## src/rtl/imem_loader_pkg.sv

```systemverilog
// Shared definitions for the instruction-memory image loader.
package imem_loader_pkg;

  localparam int unsigned ADDR_WIDTH_DEF = 12;
  localparam int unsigned MAX_WORDS      = 2 ** ADDR_WIDTH_DEF;
  localparam int unsigned BYTE_W         = 8;
  localparam int unsigned LEN_W          = 16;
  localparam int unsigned WORD_W         = 32;

  typedef enum logic [2:0] {
    IDLE,
    LEN_HI,
    LEN_LO,
    DATA,
    WRITE,
    CHECK,
    DONE,
    ERROR
  } state_e;

  // Word capacity of a memory with aw address bits.
  function automatic logic [31:0] max_words(input int unsigned aw);
    return 32'(1) << aw;
  endfunction

endpackage

```

## src/rtl/imem_loader.sv

```systemverilog
// Byte-stream image loader: length header, big-endian payload words, XOR checksum.
module imem_loader
  import imem_loader_pkg::*;
#(
  parameter int unsigned ADDR_WIDTH = ADDR_WIDTH_DEF,
  parameter int unsigned DATA_WIDTH = 32
) (
  input  logic                  clock,
  input  logic                  reset,
  input  logic                  start,
  input  logic                  in_valid,
  input  logic [7:0]            in_data,
  output logic                  in_ready,
  output logic                  mem_wEn,
  output logic [ADDR_WIDTH-1:0] mem_addr,
  output logic [DATA_WIDTH-1:0] mem_dataIn,
  output logic                  cpu_reset,
  output logic                  done,
  output logic                  error
);

  localparam int unsigned CNT_W = ADDR_WIDTH + 1;
  localparam logic [31:0] MAX_N = max_words(ADDR_WIDTH);

  state_e                state_q, state_d;
  logic [LEN_W-1:0]      len_q, len_d;
  logic [CNT_W-1:0]      addr_q, addr_d;
  logic [1:0]            bcnt_q, bcnt_d;
  logic [WORD_W-1:0]     word_q, word_d;
  logic [BYTE_W-1:0]     chk_q, chk_d;
  logic                  in_ready_q, in_ready_d;
  logic                  mem_wen_q, mem_wen_d;
  logic [ADDR_WIDTH-1:0] mem_addr_q, mem_addr_d;
  logic [DATA_WIDTH-1:0] mem_data_q, mem_data_d;
  logic                  cpu_reset_q, cpu_reset_d;
  logic                  done_q, done_d;
  logic                  error_q, error_d;
  logic                  xfer_c;

  assign xfer_c = in_valid & in_ready_q;

  always_ff @(posedge clock or posedge reset) begin
    if (reset) begin
      state_q     <= IDLE;
      len_q       <= '0;
      addr_q      <= '0;
      bcnt_q      <= '0;
      word_q      <= '0;
      chk_q       <= '0;
      in_ready_q  <= 1'b0;
      mem_wen_q   <= 1'b0;
      mem_addr_q  <= '0;
      mem_data_q  <= '0;
      cpu_reset_q <= 1'b0;
      done_q      <= 1'b0;
      error_q     <= 1'b0;
    end else begin
      state_q     <= state_d;
      len_q       <= len_d;
      addr_q      <= addr_d;
      bcnt_q      <= bcnt_d;
      word_q      <= word_d;
      chk_q       <= chk_d;
      in_ready_q  <= in_ready_d;
      mem_wen_q   <= mem_wen_d;
      mem_addr_q  <= mem_addr_d;
      mem_data_q  <= mem_data_d;
      cpu_reset_q <= cpu_reset_d;
      done_q      <= done_d;
      error_q     <= error_d;
    end
  end

  always_comb begin
    state_d    = state_q;
    len_d      = len_q;
    addr_d     = addr_q;
    bcnt_d     = bcnt_q;
    word_d     = word_q;
    chk_d      = chk_q;
    mem_addr_d = mem_addr_q;
    mem_data_d = mem_data_q;

    case (state_q)
      IDLE, DONE, ERROR: begin
        if (start) begin
          state_d = LEN_HI;
          addr_d  = '0;
          chk_d   = '0;
          bcnt_d  = '0;
        end
      end
      LEN_HI: begin
        if (xfer_c) begin
          len_d   = {in_data, len_q[7:0]};
          state_d = LEN_LO;
        end
      end
      LEN_LO: begin
        if (xfer_c) begin
          len_d   = {len_q[15:8], in_data};
          state_d = (len_d == '0 || 32'(len_d) > MAX_N) ? ERROR : DATA;
        end
      end
      DATA: begin
        if (xfer_c) begin
          word_d = (word_q << 8) | WORD_W'(in_data);
          chk_d  = chk_q ^ in_data;
          bcnt_d = bcnt_q + 2'd1;
          if (bcnt_q == 2'd3) state_d = WRITE;
        end
      end
      WRITE: begin
        addr_d  = addr_q + CNT_W'(1);
        state_d = (32'(addr_d) == 32'(len_q)) ? CHECK : DATA;
      end
      CHECK: begin
        if (xfer_c) state_d = (in_data == chk_q) ? DONE : ERROR;
      end
      default: state_d = IDLE;
    endcase

    // Outputs are registered from the next state so they switch on the same edge.
    in_ready_d  = state_d inside {LEN_HI, LEN_LO, DATA, CHECK};
    mem_wen_d   = (state_d == WRITE);
    cpu_reset_d = !(state_d inside {IDLE, DONE});
    done_d      = (state_d == DONE);
    error_d     = (state_d == ERROR);
    if (mem_wen_d) begin
      mem_addr_d = addr_q[ADDR_WIDTH-1:0];
      mem_data_d = DATA_WIDTH'(word_d);
    end
  end

  assign in_ready   = in_ready_q;
  assign mem_wEn    = mem_wen_q;
  assign mem_addr   = mem_addr_q;
  assign mem_dataIn = mem_data_q;
  assign cpu_reset  = cpu_reset_q;
  assign done       = done_q;
  assign error      = error_q;

endmodule

```

## config.mk

```make
export PLATFORM = sky130hd
export DESIGN_NAME = imem_loader
export DESIGN_NICKNAME = d
export VERILOG_FILES = /design/src/rtl/imem_loader_pkg.sv /design/src/rtl/imem_loader.sv
export SDC_FILE = /design/constraint.sdc
export NUM_CORES = 1
export LEC_CHECK = 0
export BUFFER_PORTS_ARGS = -buffer_cell sky130_fd_sc_hd__buf_4
export CAP_MARGIN = 10
export CORE_AREA = 2 2 100 102
export DETAILED_ROUTE_END_ITERATION = 8
export DIE_AREA = 0 0 102 104
export GPL_ROUTABILITY_DRIVEN = 0
export PLACE_DENSITY_LB_ADDON = 0.12
export SLEW_MARGIN = 30
export SYNTH_ARGS = -nofsm -noshare
export SYNTH_HDL_FRONTEND = slang
export SYNTH_SLANG_ARGS = --single-unit
```

## constraint.sdc

```tcl
create_clock -name clock -period 5.2 [get_ports clock]
set_input_delay 0.78 -clock clock [delete_from_list [all_inputs] [get_ports clock]]
set_output_delay 0.78 -clock clock [all_outputs]
set_load 0.02 [all_outputs]
```

Yosys cells after proc, flatten, opt, wreduce, memory -nomap -nowiden
Cells that the tools add are included.

Register bits after elaboration: 123. Input port bits: 12. Output and inout bits: 49. Logic and storage cells: 78.

Add/subtract/negate cells: 2. Order comparisons: 1. Eq/ne operators: 19. Muxes and demuxes: 23. Bitwise logic cells: 5. Reductions and logical operators: 14.

Operators by type and width (number): 32-bit 2-to-1 mux (2); 32-bit by 8-bit bitwise OR with 32-bit output (1); 16-bit one-hot mux with 2 select lines (1); 13-bit one-hot mux with 2 select lines (1); 3-bit equality test, second input constant (8); 3-bit 2-to-1 mux (8); 8-bit 2-to-1 mux (3); 3-bit one-hot mux with 6 select lines (1); 13-bit by 16-bit equality test with 1-bit output (1); 16-bit by 13-bit > comparator with 1-bit output, second input constant (1); 16-bit zero test (1); 16-bit 2-to-1 mux (1); 8-bit one-hot mux with 2 select lines (1); 13-bit by 1-bit adder with 13-bit output, second input constant (1); 13-bit 2-to-1 mux (1); 3-bit by 2-bit equality test with 1-bit output, second input constant (4); 3-bit AND reduction (3); 8-bit equality test (1); 8-bit XOR (1); 3-bit by 1-bit equality test with 1-bit output, second input constant (2); 3-bit zero test (2); 2-bit nonzero test (3); 2-bit 2-to-1 mux (2); 2-bit inequality test, second input constant (2); other kinds (11) (12).

Logic depth before layout (Yosys ltp)
Depth in word-level cells: 8. Mapped depth: 9. Gate-level depth less buffers: 8.

Worst setup path before layout
Ideal clock, no wire load.

Kind: reg2reg. Start point: reg addr_q[0]. End point: reg state_q[1]. Library setup time: 118 ps. Arrival: 2200 ps. Required time: 5082 ps. Setup slack: 2882 ps. Cell stages (with the launch flop): 8. Path buffers: 0. Clock period less this slack: 2318 ps. Path through: dfrtp_1 -> ha_1 -> nand4_1 -> nor3_1 -> and3_1 -> xnor2_1 -> or4_1 -> a21o_1.

Cells in the longest elaborated chain, start to end: 4.

Ends and longest elaborated chain: from (decl) (RTL line imem_loader.sv:27) `logic [CNT_W-1:0] addr_q, addr_d;`; from (signal assigned) (RTL line imem_loader.sv:60) `addr_q <= addr_d;`; 13-bit by 1-bit adder with 13-bit output (RTL line imem_loader.sv:114) `addr_d = addr_q + CNT_W'(1);`; 13-bit by 16-bit equality test with 1-bit output (RTL line imem_loader.sv:115) `state_d = (32'(addr_d) == 32'(len_q)) ? CHECK : DATA;`; 3-bit 2-to-1 mux (RTL line imem_loader.sv:115); 3-bit one-hot mux with 6 select lines (RTL line imem_loader.sv:84) `case (state_q)`; via state_d[1] (RTL line imem_loader.sv:25) `state_e state_q, state_d;`; to (signal assigned) (RTL line imem_loader.sv:58) `state_q <= state_d;`; to (decl) (RTL line imem_loader.sv:25).

The timed path passes the listed nets, and every way through them passes these cells. A chain may end at the register's enable or synchronous reset.

Worst setup path after layout
Start point: reg state_q[0]. End point: reg cpu_reset_q (netlist: cpu_reset).

Cells in the longest elaborated chain, start to end: 6. Elaborated cells between the ends (all ways): 20. Those cells by class: eq/ne (8); mux (7); reduce/logical (5).

Ends and longest elaborated chain: 3-bit equality test, or another cell as far along (RTL line imem_loader.sv:84); 3-bit OR reduction / 3-bit 2-to-1 mux (equally long branches) (RTL line imem_loader.sv:84, imem_loader.sv:106); 3-bit one-hot mux with 6 select lines * (RTL line imem_loader.sv:84); 3-bit equality test / 3-bit zero test (equally long branches) (RTL line imem_loader.sv:126) `cpu_reset_d = !(state_d inside {IDLE, DONE});`; 2-bit nonzero test * (RTL line imem_loader.sv:126); 1-bit zero test * (RTL line imem_loader.sv:126); via cpu_reset_d (RTL line imem_loader.sv:35) `logic cpu_reset_q, cpu_reset_d;`; to (signal assigned) (RTL line imem_loader.sv:68) `cpu_reset_q <= cpu_reset_d;`; to (decl) (RTL line imem_loader.sv:35).

Mark *: on every way through the listed nets, which the timed path passes. The rest lies on a longest branch.

==> results_dict.tcl <==
set metrics [dict create \
    status "complete, no violations" \
    layout-drive-gt1-share_pct 27.07 \
    crit_type "reg -> reg" \
    leakage_nw 3.102 \
    netlist_top_cells_area "dfrtp_1 (57%), mux2_2 (11%), nand2_1 (8.0%)" \
    register_area_um2 3078 \
    clk_latency_ns 0.52 \
    finalWirelength_mm 11.37 \
    initial_core_util_pct 56.12 \
    slowest_delay_ns 0.75 \
    max_freq_mhz 332.7 \
    syn-cell-area_um2 5359 \
    syn-num-nets 511 \
    cts.root.buffer_cell "clkbuf_8" \
    path_cells "nand3_1 -> nor2_2 -> buf_4 -> nand2_1 -> inv_2 -> a221oi_1 -> or2_1 -> a21o_1" \
    cp_num_cells 8 \
    fin_util_pct 67.99 \
    multi_input_area_um2 2170 \
    startpoint_type "register" \
    post-cts-setup-buffers 0 \
    grt_pass1_wl_mm 19.22 \
    grt_pass1_vias 3885 \
    async_reset_ff_share_pct 100.0 \
    drc 0 \
    ys_seq_area_share_pct 57.44 \
    hold_violations 0 \
    drt-pass1-iter-count 4 \
    grt_max_degree 67 \
    vias 3857 \
    setup_viol 0 \
    synthFlopType "dfrtp_1" \
    routed_via_density 5.494 \
    clock_path_buffers 2 \
    yosysUniqueCellTypes 48 \
    nets 570 \
    ctsResizeCount 0 \
    worstMarginPinSlew_ns 0.9355 \
    hp-class "in -> async" \
    finish.instance_area_um2 6492 \
    drt_iter0_drc 184 \
    clkTransAtPathRegs_ns 0.05 \
    syn_inst 497 \
    wire_per_inst_um 16.19 \
    cap_violations 0 \
    die_area_um2 10610 \
    track_usage_pct 23.58 \
    slew_viol_final 0 \
    yosys.area.top_type "dfrtp_1" \
    cts_tree "built" \
    fp-row-count 36 \
    rr_worst_depth 8 \
    postCtsHoldBufs 0 \
    numCtsBuffers 17 \
    finalSetupTns_ns 0 \
    antenna_found_initial 0 \
    htree_levels 4 \
    n_antenna_cell 0 \
    critPathSlowestCell "inv_2" \
    die_w_um 102 \
    finClkSkew_ns 0.006299 \
    arrival_ns 3.41 \
    ios 61 \
    synth_top_cell_area_share_pct 57.44 \
    max-slew-margin-rel_pct 37.54 \
    hpwl_mm 7.404 \
    syn_to_final_growth_pct 21.15 \
    cp_max_fo 44 \
    place_area_um2 5923 \
    finalCritPeriodShare_pct 57.80 \
    powerDensity_nw_per_um2 590.4 \
    crit_family "buffers and inverters" \
    syn_avg_cell_area_um2 10.78 \
    rsz0062_at_grt "false" \
    cts.sinks 123 \
    cp_num_buf_inv 2 \
    fillCellCount 726 \
    r2r_slack_ns 2.19 \
    yosysWarnings 0 \
    crit_required_ns 5.60 \
    globalRouteOverflowTotal 0 \
    crit_path_end_kind "register" \
    dieHeight_um 104 \
    peakVddDrop_mv 0.3179 \
    core_um2 9549 \
    ys_ff_latch 123 \
    io_buffers 60 \
    synth-edff-count 0 \
    min_period_ns 3.006 \
    antenna_left 0 \
]
cell type report:
type,instances,area share (%)
Sequential cell,123,47.41
Timing Repair Buffer,64,7.400
Tap cell,133,2.563
Clock inverter,11,1.850
Clock buffer,21,6.918
Multi-Input combinational cell,343,33.42
Inverter,7,0.4432
final timing paths:
path / start / endpoint
worst min register to register: word_q[24]$_DFF_PP0_ / word_q[24]$_DFF_PP0_
worst max register to register: state_q[0]$_DFF_PP0_ / cpu_reset$_DFF_PP0_
worst min-delay path: reset / mem_wEn$_DFF_PP0_
worst max-delay path: state_q[0]$_DFF_PP0_ / cpu_reset$_DFF_PP0_
max in group asynchronous: reset / addr_q[9]$_DFFE_PP0P_
min in group clock: word_q[24]$_DFF_PP0_ / word_q[24]$_DFF_PP0_
sequential cells by signal, indices dropped and copies added (netlist names):
name / cells
state_q: 3
chk_q: 8
word_q: 32
cpu_reset: 1
mem_addr: 12
done: 1
addr_q: 13
in_ready: 1
bcnt_q: 2
error: 1
len_q: 16
mem_wEn: 1
mem_dataIn: 32
where the power goes:
group / switching, W / total (W) / internal (W) / leakage, nW
registers: 0.000248 / 0.00154 / 0.00129 / 1.60
clock network: 0.000414 / 0.00112 / 0.000704 / 0.274
logic: 0.000656 / 0.00117 / 0.000518 / 1.23
synthesized netlist by cell type, types with 6 or more instances:
cell type	instances
nor2_1	31
nand2_1	114
o21ai_0	32
clkbuf_1	16
mux2_2	50
nand3_1	8
dfrtp_1	123
a31oi_1	10
xor2_1	6
nor3_1	6
xnor2_1	21
kinds of logic (layout without fill, tap and decap cells):
family          count (synthesis)  count (layout)  synth area share (%)
compound gates                 74              74                 8.943
simple gates                  187             187                 15.20
xor+xnor                       28              28                 4.833
mux                            52              52                 10.88
buf+inv                        31             103                 2.242
flops                         123             123                 57.44
fa+ha+maj                       2               2                0.4669
stage by stage:
stage / setup WS (ns) / hold slack (ns) / total power [W] / std cells
finish: 2.194 / 0.4073 / 0.003833 / 702
global route: 1.895 / 0.4776 / 0.004060 / 702
CTS: 2.175 / 0.4374 / 0.003860 / 702
detailed placement: 1.920 / 0.4580 / 0.002726 / 670
global placement: 2.025 / 0.4542 / 0.002678 / 670
floorplan: 1.149 / 0.4358 / 0.002324 / 497
metal layers:
| metal | wire length [um] | up-vias | global-route usage, % | part of all wire (%) |
|---|---|---|---|---|
| li1 | - | 1825 | - | - |
| met1 | 4945 | 1919 | 30.40 | 44 |
| met2 | 5747 | 97 | 38.06 | 51 |
| met3 | 533 | 16 | 6.250 | 4.7 |
| met4 | 142 | 0 | 8.857 | 1.2 |
| met5 | 0 | - | 0 | 0 |
cells in the final DEF (no fill, tap or decap), drive strengths merged, types with 3 or more instances in the layout:
master    Yosys  routed
dfrtp       123     123
nand2       114     114
buf           8      64
mux2         50      50
o21ai        36      36
nor2         31      31
xnor2        21      21
clkbuf       16      21
a31oi        10      10
nand3         9       9
inv           7       7
nor3          6       6
xor2          6       6
a21oi         6       6
clkinv        0       6
nand2b        4       4
nor4          4       4
and3          4       4
o31ai         3       3
o41ai         3       3
nor2b         3       3
a22oi         3       3
a21o          3       3
clkinvlp      0       3
Power figures use the tool's default switching activity.
